===== src/rtl/multicore_pkg.sv =====
// Shared mode encoding, default parameter values and helpers for the
// multicore memory controller.
package multicore_pkg;

   localparam int NCORES_DEF = 4;
   localparam int ADDR_W_DEF = 9;
   localparam int DATA_W_DEF = 16;
   localparam int PC_W_DEF   = 16;
   localparam int RD_LAT_DEF = 1;

   typedef enum logic [2:0] {
      MODE_IDLE      = 3'd0,
      MODE_LOAD_IRAM = 3'd1,
      MODE_LOAD_DRAM = 3'd2,
      MODE_RUN       = 3'd3,
      MODE_READBACK  = 3'd4
   } mode_e;

   // Width of the host DRAM port selector; a single core still needs one bit.
   function automatic int port_w(input int n);
      return (n > 1) ? $clog2(n) : 1;
   endfunction

   function automatic logic mode_valid(input logic [2:0] m);
      return (m <= 3'(MODE_READBACK));
   endfunction

endpackage


===== src/rtl/mc_mode_fsm.sv =====
// Mode register with request/acknowledge handshake, halt-driven RUN exit
// and a saturating RUN cycle counter.
module mc_mode_fsm
   import multicore_pkg::*;
#(
   parameter int NCORES = NCORES_DEF
) (
   input  logic              clock,
   input  logic              reset,
   input  logic              mode_req,
   input  logic [2:0]        mode,
   input  logic              rd_busy,
   input  logic [NCORES-1:0] core_en,
   input  logic [NCORES-1:0] core_halt,
   output mode_e             cur_mode,
   output logic              mode_ack,
   output logic              mode_err,
   output logic [NCORES-1:0] run_en,
   output logic              run_done,
   output logic [31:0]       run_cycles
);

   logic halt_exit;
   logic accept;

   function automatic logic [31:0] sat_inc(input logic [31:0] v);
      return (v == 32'hFFFF_FFFF) ? v : v + 32'd1;
   endfunction

   assign halt_exit = (cur_mode == MODE_RUN) && ((core_halt & run_en) == run_en);
   // The pulse cycle is skipped so a host dropping mode_req on seeing ack is not served twice.
   assign accept    = mode_req && !rd_busy && !mode_ack && !mode_err;

   always_ff @(posedge clock or posedge reset) begin
      if (reset) begin
         cur_mode   <= MODE_IDLE;
         mode_ack   <= 1'b0;
         mode_err   <= 1'b0;
         run_en     <= '0;
         run_done   <= 1'b0;
         run_cycles <= '0;
      end else begin
         mode_ack <= 1'b0;
         mode_err <= 1'b0;
         run_done <= 1'b0;
         if (cur_mode == MODE_RUN)
            run_cycles <= sat_inc(run_cycles);
         if (halt_exit) begin
            cur_mode <= MODE_IDLE;
            run_en   <= '0;
            run_done <= 1'b1;
         end else if (accept) begin
            if (mode_valid(mode)) begin
               cur_mode <= mode_e'(mode);
               mode_ack <= 1'b1;
               if (mode == 3'(MODE_RUN)) begin
                  run_en     <= core_en;
                  run_cycles <= '0;
               end else begin
                  run_en <= '0;
               end
            end else begin
               mode_err <= 1'b1;
            end
         end
      end
   end

endmodule


===== src/rtl/multicore_mem_ctrl.sv =====
// Routes host and core traffic to the IRAMs and the N-port DRAM according to
// the current mode, and returns host reads through a valid-tagged pipeline.
module multicore_mem_ctrl
   import multicore_pkg::*;
#(
   parameter int NCORES = NCORES_DEF,
   parameter int ADDR_W = ADDR_W_DEF,
   parameter int DATA_W = DATA_W_DEF,
   parameter int PC_W   = PC_W_DEF,
   parameter int RD_LAT = RD_LAT_DEF
) (
   input  logic                       clock,
   input  logic                       reset,
   input  logic                       mode_req,
   input  logic [2:0]                 mode,
   output logic                       mode_ack,
   output logic                       mode_err,
   output logic [2:0]                 cur_mode,
   input  logic [NCORES-1:0]          core_en,
   input  logic [ADDR_W-1:0]          ext_addr,
   input  logic [DATA_W-1:0]          ext_wdata,
   input  logic                       ext_we,
   input  logic                       ext_re,
   input  logic [NCORES-1:0]          ext_core_sel,
   input  logic [port_w(NCORES)-1:0]  ext_port,
   output logic [DATA_W-1:0]          ext_rdata,
   output logic                       ext_rvalid,
   input  logic [NCORES*PC_W-1:0]     core_pc,
   input  logic [NCORES*PC_W-1:0]     core_ar,
   input  logic [NCORES*DATA_W-1:0]   core_wdata,
   input  logic [NCORES-1:0]          core_iread,
   input  logic [NCORES-1:0]          core_dread,
   input  logic [NCORES-1:0]          core_dwrite,
   input  logic [NCORES-1:0]          core_halt,
   output logic [NCORES-1:0]          run_en,
   output logic [NCORES*ADDR_W-1:0]   iram_addr,
   output logic [NCORES-1:0]          iram_we,
   output logic [NCORES-1:0]          iram_re,
   output logic [DATA_W-1:0]          iram_wdata,
   output logic [NCORES*ADDR_W-1:0]   dram_addr,
   output logic [NCORES*DATA_W-1:0]   dram_wdata,
   output logic [NCORES-1:0]          dram_we,
   output logic [NCORES-1:0]          dram_re,
   input  logic [NCORES*DATA_W-1:0]   dram_rdata,
   output logic                       run_done,
   output logic [31:0]                run_cycles
);

   localparam int PORT_W = port_w(NCORES);

   mode_e                    mode_q;
   logic                     rd_busy;
   logic                     port_ok;
   logic                     rd_issue;
   logic [NCORES-1:0]        iram_we_n, iram_re_n, dram_we_n, dram_re_n;
   logic [NCORES*ADDR_W-1:0] iram_addr_n, dram_addr_n;
   logic [DATA_W-1:0]        iram_wdata_n;
   logic [NCORES*DATA_W-1:0] dram_wdata_n;
   logic [RD_LAT:0]          rd_vld_p;
   logic [PORT_W-1:0]        rd_port_p [RD_LAT+1];

   assign cur_mode = mode_q;
   assign rd_busy  = |rd_vld_p;
   assign port_ok  = int'(ext_port) < NCORES;

   mc_mode_fsm #(.NCORES(NCORES)) u_mode_fsm (
      .clock      (clock),
      .reset      (reset),
      .mode_req   (mode_req),
      .mode       (mode),
      .rd_busy    (rd_busy),
      .core_en    (core_en),
      .core_halt  (core_halt),
      .cur_mode   (mode_q),
      .mode_ack   (mode_ack),
      .mode_err   (mode_err),
      .run_en     (run_en),
      .run_done   (run_done),
      .run_cycles (run_cycles)
   );

   always_comb begin
      iram_we_n    = '0;
      iram_re_n    = '0;
      iram_addr_n  = '0;
      iram_wdata_n = '0;
      dram_we_n    = '0;
      dram_re_n    = '0;
      dram_addr_n  = '0;
      dram_wdata_n = '0;
      rd_issue     = 1'b0;
      case (mode_q)
         MODE_LOAD_IRAM: begin
            if (ext_we) begin
               iram_we_n    = ext_core_sel;
               iram_addr_n  = {NCORES{ext_addr}};
               iram_wdata_n = ext_wdata;
            end
         end
         MODE_LOAD_DRAM: begin
            if (ext_we && port_ok) begin
               dram_we_n[ext_port]                             = 1'b1;
               dram_addr_n[int'(ext_port)*ADDR_W +: ADDR_W]    = ext_addr;
               dram_wdata_n[int'(ext_port)*DATA_W +: DATA_W]   = ext_wdata;
            end
         end
         MODE_READBACK: begin
            if (ext_re && port_ok) begin
               dram_re_n[ext_port]                             = 1'b1;
               dram_addr_n[int'(ext_port)*ADDR_W +: ADDR_W]    = ext_addr;
               rd_issue                                        = 1'b1;
            end
         end
         MODE_RUN: begin
            for (int i = 0; i < NCORES; i++) begin
               if (run_en[i]) begin
                  iram_addr_n[i*ADDR_W +: ADDR_W]  = core_pc[i*PC_W +: ADDR_W];
                  iram_re_n[i]                     = core_iread[i];
                  dram_addr_n[i*ADDR_W +: ADDR_W]  = core_ar[i*PC_W +: ADDR_W];
                  dram_wdata_n[i*DATA_W +: DATA_W] = core_wdata[i*DATA_W +: DATA_W];
                  dram_we_n[i]                     = core_dwrite[i];
                  dram_re_n[i]                     = core_dread[i];
               end
            end
         end
         default: ;
      endcase
   end

   // Stage p0: registered memory-side outputs; a host read enters the valid pipe here
   always_ff @(posedge clock or posedge reset) begin
      if (reset) begin
         iram_we    <= '0;
         iram_re    <= '0;
         iram_addr  <= '0;
         iram_wdata <= '0;
         dram_we    <= '0;
         dram_re    <= '0;
         dram_addr  <= '0;
         dram_wdata <= '0;
      end else begin
         iram_we    <= iram_we_n;
         iram_re    <= iram_re_n;
         iram_addr  <= iram_addr_n;
         iram_wdata <= iram_wdata_n;
         dram_we    <= dram_we_n;
         dram_re    <= dram_re_n;
         dram_addr  <= dram_addr_n;
         dram_wdata <= dram_wdata_n;
      end
   end

   // Stages p1..pRD_LAT track the DRAM latency; the last stage captures read data
   always_ff @(posedge clock or posedge reset) begin
      if (reset) begin
         rd_vld_p   <= '0;
         ext_rvalid <= 1'b0;
         ext_rdata  <= '0;
      end else begin
         rd_vld_p   <= {rd_vld_p[RD_LAT-1:0], rd_issue};
         ext_rvalid <= rd_vld_p[RD_LAT];
         if (rd_vld_p[RD_LAT])
            ext_rdata <= dram_rdata[int'(rd_port_p[RD_LAT])*DATA_W +: DATA_W];
      end
   end

   always_ff @(posedge clock) begin
      rd_port_p[0] <= ext_port;
      for (int k = 1; k <= RD_LAT; k++)
         rd_port_p[k] <= rd_port_p[k-1];
   end

endmodule

===== config.mk =====
export PLATFORM = sky130hd
export DESIGN_NAME = multicore_mem_ctrl
export DESIGN_NICKNAME = d
export VERILOG_FILES = /design/src/rtl/multicore_pkg.sv /design/src/rtl/mc_mode_fsm.sv /design/src/rtl/multicore_mem_ctrl.sv
export SDC_FILE = /design/constraint.sdc
export NUM_CORES = 1
export LEC_CHECK = 0
export BUFFER_PORTS_ARGS = -buffer_cell sky130_fd_sc_hd__buf_4
export CAP_MARGIN = 20
export CORE_AREA = 2 2 213 215
export CTS_BUF_LIST = sky130_fd_sc_hd__clkbuf_4 sky130_fd_sc_hd__clkbuf_8
export DETAILED_ROUTE_END_ITERATION = 8
export DIE_AREA = 0 0 215 217
export GPL_ROUTABILITY_DRIVEN = 0
export PLACE_DENSITY = 0.48
export SETUP_SLACK_MARGIN = 0.3
export SLEW_MARGIN = 5
export SYNTH_ARGS = -nofsm -noshare
export SYNTH_HDL_FRONTEND = slang
export SYNTH_HIERARCHICAL = 1
export SYNTH_SLANG_ARGS = --single-unit

===== constraint.sdc =====
create_clock -name clock -period 9.3 [get_ports clock]
set_input_delay 2.325 -clock clock [delete_from_list [all_inputs] [get_ports clock]]
set_output_delay 2.325 -clock clock [all_outputs]
set_load 0.03 [all_outputs]

==> results by group, run 1 <==
Worst hold path
  – Min-delay src: rd_port_p[0][0]
  – Hold Path Depth: 0
  – Hold endpoint: rd_port_p[0][2]
  – HP Class: register to register

Timing
  – Worst Max-Slew Pin Slew: 1.06 ns
  – Fin crit share: 43.4%
  – Tmin final: 4.04 ns
  – RSZ-0062 raised after global routing: no
  – Hold slack final: 0.326 ns
  – Clk_skew: 0.0336 ns
  – Slew HR: 29.5%
  – Final hold vios: 0
  – Max Slew Vio Count: 0
  – Fmax: 248 MHz
  – Setup Viol. Count Final: 0
  – Fin Setup TNS: 0 ns
  – Setup ws final: 5.26 ns

Global route
  – Largest net degree at the start of global routing: 95
  – First-pass GRT wire length: 62,000 µm
  – Initial antenna violation count: 0
  – Vias in the first global route: 8,828
  – Global Route Usage Sum: 18.0%
  – Global route overflow: 0

Floorplanning
  – Row cnt: 78
  – Starting Density: 21.8%
  – Core area: 0.0447 mm²
  – DIE HEIGHT: 217 µm
  – # IOs: 542
  – Die area: 0.0467 mm²
  – Die outline width: 215 µm

Logic synthesis
  – Synth unique cells: 60
  – Synthesis Warnings: 6
  – Syn avg cell area: 12.1 µm²
  – Largest cells by area after synthesis: dfrtp_1 59%, a22o_1 9.1%, nand2_1 3.9%
  – Post-Syn Nets: 1,130
  – Synth Cell Area: 0.00975 mm²
  – Share of the synthesized area in the top cell type: 58.8%
  – Main synth FF type: dfrtp_1
  – Synth area leader: dfrtp_1
  – Yosys reg bits: 233
  – Post-synth EDFFs: 0
  – Synthesized instance count: 809
  – Ys async rst share: 98.3%
  – Register area share after synthesis: 59.6%

Power and ir drop
  – Power Total: 0.00353 W
  – Power per cell area: 235 mW/mm²
  – Worst VDD drop: 0.171 mV
  – Pleak: 7.74 nW

Detailed routing
  – Vias: 8,621
  – Iter 0 DRT Violations: 553
  – DR pass1 iterations: 4
  – Post-DR vias/cell: 4.45
  – Drt total wl: 43,200 µm
  – Post-route ant nets: 0
  – Drt wl/cell: 22.3 µm
  – Remaining DRCs: 0

CTS
  – Reg clk slew, reported paths: 0.06 ns
  – Skew-Pair Late Insertion Delay: 0.61 ns
  – Num CTS Buffers: 44
  – CTS tree: done
  – CTS resizes: 0
  – Clk root buf: clkbuf_8
  – H-tree Lvls: 2
  – Longest Clk Path Bufs: 3
  – Hold buffer count at CTS: 0
  – Setup Fix Bufs, Post-CTS: 0
  – Clock Sinks: 233

Cells and area
  – Most frequent cells in the layout: 494 x buf_4, 229 x dfrtp_1, 102 x nand2_1, 101 x a22o_1, 57 x clkbuf_8
  – Fillcell total: 4,580
  – Multi-input gate area: 0.00367 mm²
  – Area growth from synthesis to layout: 53.8%
  – Storage element area: 0.00581 mm²
  – ANT cells: 0
  – Share of cells above drive strength 1: 45.1%
  – Nets: 1,624
  – Commonest non-fill, non-tap cell in the layout: buf_4

Placement
  – Input/output buffers: 485
  – Post-detailed-placement half-perimeter wirelength: 31,600 µm
  – Post-place setup slack: 4.63 ns

Setup path
  – Crit start category: primary input
  – Reg-to-reg endpoint: u_mode_fsm/run_cycles[26]
  – Setup crit start: ext_port[0]
  – Maximum fanout along the worst path: 16
  – Crit path required time: 9.82 ns
  – Worst reg-to-reg path cell count: 6
  – Critical path arrival: 4.56 ns
  – Crit end category: register
  – Reg2reg setup slack: 6.52 ns
  – Worst r2r src: rd_vld_p[1]
  – Worst setup path class: primary input to register

Status
  – Status: finished, final reports clean

Flow run
  – Max Cap Viol: 0
[power breakdown]
group          switching [W]  internal [W]  leakage [nW]  total (W)
sequential          0.000171       0.00117          3.16    0.00134
combinational       0.000670      0.000410          4.06    0.00108
clock               0.000459      0.000646         0.522    0.00111
total                0.00130       0.00223          7.74    0.00353
[flip-flops by register name, indices dropped and copies added (netlist names), 3 cells and up]
signal and count:
dram_re 4, dram_we 4, u_mode_fsm/run_en 4, iram_addr 36, iram_re 4, iram_wdata 16, u_mode_fsm/run_cycles 32, dram_addr 36
ext_rdata 16, u_mode_fsm/cur_mode 3, rd_port_p 4, dram_wdata 64, iram_we 4
[logic make-up after synthesis]
family | share of synthesized area (%)
simple gates | 15.4
fa+ha+maj | 0.770
buf+inv | 3.03
mux | 3.71
xor+xnor | 0.629
compound gates | 16.8
flops | 59.6
[Yosys cell counts, types with 3 or more instances]
master    count
dfrtp_1     229
nand2_1     102
a22o_1      101
a21oi_1      36
and2_1       26
buf_2        25
nor2b_1      22
nor2_1       20
mux2i_1      17
o21ai_0      17
mux2_1       16
o21ai_1      16
nand4_1      15
or3_1        15
a32o_1       14
clkbuf_1     13
and3_1       12
inv_1        10
and4b_1       6
ha_1          6
nand3_1       6
o211ai_1      6
or4_1         6
xnor2_1       6
and4_1        5
buf_4         4
buf_6         4
dfxtp_1       4
nand2b_1      4
a211oi_1      3
a211oi_2      3
nor3_4        3
o31ai_1       3
[worst max path at each step]
stage / slack (ns) / end
finish: 5.26 / dram_wdata[6]
detailed placement: 4.63 / dram_wdata[6]
CTS: 5.29 / dram_wdata[6]
global placement: 4.67 / dram_wdata[6]
global route: 5.16 / dram_wdata[6]
floorplan: 1.89 / dram_addr[0]
[stage by stage]
| stage | instance area (µm²) | std cells | util, % |
|---|---|---|---|
| finish | 15000 | 1936 | 33.6 |
| global placement | 14000 | 1855 | 31.3 |
| detailed placement | 14000 | 1856 | 31.3 |
| CTS | 15000 | 1935 | 33.5 |
| global route | 15000 | 1936 | 33.6 |
| floorplan | 9750 | 809 | - |
[per-layer routing]
metal  up-vias  part of all wire [%]  global-route usage [%]  wire length, µm
li1       3957                     -                       -                -
met1      4266                    41                    22.3            17900
met2       333                    49                    30.4            21200
met3        65                   6.6                    4.93             2850
met4         0                   2.8                    5.93             1220
met5         -                     0                       0                0
[cell type report]
| class | count | share of cell area [%] |
|---|---|---|
| Tap cell | 600 | 5.01 |
| Multi-Input combinational cell | 518 | 24.5 |
| Timing Repair Buffer | 496 | 25.0 |
| Inverter | 10 | 0.300 |
| Sequential cell | 233 | 38.8 |
| Clock inverter | 5 | 0.417 |
| Clock buffer | 74 | 6.08 |
[critical path, stage by stage]
cell and delay, ns:
buf_4 0.15, inv_1 0.13, ha_1 0.42, or3b_4 0.46
nor3_4 0.80, a22o_1 0.26
Power figures use the tool's default switching activity.
==> run 2, diff against run 1 <==
- clock period: 9.3 -> 4.2 ns (I/O delays scaled with it)
==> results by group, run 2 (same netlist as run 1, synthesis figures left out) <==
Setup path
  – Reg-to-reg endpoint: u_mode_fsm/run_cycles[14]
  – Reg2reg setup slack: 1.47 ns
  – Setup crit start: u_mode_fsm/cur_mode[1]
  – Crit start category: register
  – Critical path arrival: 3.25 ns
  – Worst reg-to-reg path cell count: 5
  – Worst r2r src: u_mode_fsm/cur_mode[1]
  – Worst setup path class: register to register
  – Crit end category: register
  – CP Capture Point: u_mode_fsm/run_cycles[14]
  – Maximum fanout along the worst path: 12
  – Crit path required time: 4.71 ns

Cells and area
  – Register bank with the most flops: dram_wdata
  – Largest register FFs: 64
  – Share of cells above drive strength 1: 45.5%
  – Storage element area: 0.00581 mm²
  – Fillcell total: 4,605
  – Commonest non-fill, non-tap cell in the layout: buf_4
  – Finished Layout Cells: 1,946
  – Area growth from synthesis to layout: 55.0%
  – Multi-input gate area: 0.00367 mm²
  – Most frequent cells in the layout: 499 x buf_4, 229 x dfrtp_1, 102 x nand2_1, 101 x a22o_1, 62 x clkbuf_8
  – Nets: 1,633
  – Biggest regs: dram_wdata: 64 flops, dram_addr: 36 flops, iram_addr: 36 flops

Global route
  – Global route overflow: 0
  – Vias in the first global route: 8,739
  – Initial antenna violation count: 2
  – Largest net degree at the start of global routing: 57
  – First-pass GRT wire length: 61,600 µm
  – Global Route Usage Sum: 18.0%

Timing
  – Fin Setup TNS: 0 ns
  – Worst Max-Slew Pin Slew: 0.896 ns
  – Setup Viol. Count Final: 0
  – Final hold vios: 0
  – Fin crit share: 65.1%
  – Hold slack final: 0.327 ns
  – Clk_skew: 0.0189 ns
  – Slew HR: 40.2%
  – RSZ-0062 raised after global routing: no
  – Fmax: 366 MHz
  – Setup ws final: 1.47 ns
  – Max Slew Vio Count: 0
  – Tmin final: 2.73 ns

Worst hold path
  – Min-delay src: rd_port_p[0][0]
  – HP Class: register to register

CTS
  – Hold buffer count at CTS: 0
  – H-tree Lvls: 2
  – CTS tree: done
  – Clock Sinks: 233
  – Longest Clk Path Bufs: 3
  – Clk root buf: clkbuf_8
  – Reg clk slew, reported paths: 0.06 ns
  – Setup Fix Bufs, Post-CTS: 0
  – Num CTS Buffers: 45
  – CTS resizes: 0
  – Skew-Pair Late Insertion Delay: 0.60 ns

Detailed routing
  – Vias: 8,695
  – Remaining DRCs: 0
  – Drt total wl: 43,300 µm
  – Post-route ant nets: 0
  – Iter 0 DRT Violations: 526
  – Drt wl/cell: 22.2 µm
  – DR pass1 iterations: 4
  – Post-DR vias/cell: 4.47

Power and ir drop
  – Worst VDD drop: 0.345 mV
  – Power per cell area: 520 mW/mm²
  – Pleak: 7.80 nW

Floorplanning
  – Die area: 0.0467 mm²
  – # IOs: 542
  – Core area: 0.0447 mm²
  – Row cnt: 78
  – Die outline width: 215 µm
  – Starting Density: 21.8%
  – DIE HEIGHT: 217 µm

Placement
  – Post-detailed-placement half-perimeter wirelength: 32,100 µm
  – DP Cell Count: 1,864
  – Post-place setup slack: 1.13 ns
  – Input/output buffers: 485

Flow run
  – Max Cap Viol: 0

Status
  – Status: finished, final reports clean
-- run 2: changes by cell type in the layout (fill, tap and decap cells not counted), sizes merged --
cell	before	now
buf	496	504
clkbuf	74	75
clkinvlp	0	3
diode	0	1
inv	12	9
-- run 2: area by class of cell --
type / instances / area share [%]
Antenna cell: 1 / 0.0165
Clock buffer: 75 / 6.29
Clock inverter: 5 / 0.389
Inverter: 10 / 0.273
Multi-Input combinational cell: 518 / 24.3
Sequential cell: 233 / 38.4
Tap cell: 600 / 4.96
Timing Repair Buffer: 504 / 25.4
-- run 2: worst min-delay path by stage --
stage	slack, ns	cells past startpoint	to
finish	0.33	0	rd_port_p[0][2]
global route	0.33	0	rd_port_p[0][2]
CTS	0.33	0	rd_port_p[0][2]
floorplan	0.31	0	rd_port_p[0][2]
detailed placement	0.31	0	rd_port_p[0][2]
global placement	0.31	0	rd_port_p[0][2]
-- run 2: per-layer routing --
metal | track usage (%) | part of all wire [%] | routed length [µm]
met4 | 7.06 | 3.5 | 1510
met1 | 21.9 | 41 | 17600
met5 | 0 | 0 | 0
met3 | 5.19 | 7.2 | 3100
met2 | 30.0 | 49 | 21000
-- run 2: metrics by stage --
step,total power [W],cell area [µm²],util (%)
after floorplan,0.00424,9760,-
after global placement,0.00541,14100,31.5
after detailed placement,0.00543,14100,31.5
after CTS,0.00799,15100,33.8
after global routing,0.00827,15100,33.8
final,0.00786,15100,33.8
-- run 2: worst max-delay path, cell delays in order (launching register included) --
cell and delay [ns]:
dfrtp_1 0.63, nand3b_1 0.48, or3_1 0.70, a31o_4 0.31
or4_1 0.39, a21oi_1 0.16
-- run 2: power breakdown --
| group | total [W] | internal [W] | switching (W) |
|---|---|---|---|
| clock network | 0.00251 | 0.00148 | 0.00102 |
| logic | 0.00241 | 0.000919 | 0.00149 |
| registers | 0.00294 | 0.00259 | 0.000354 |
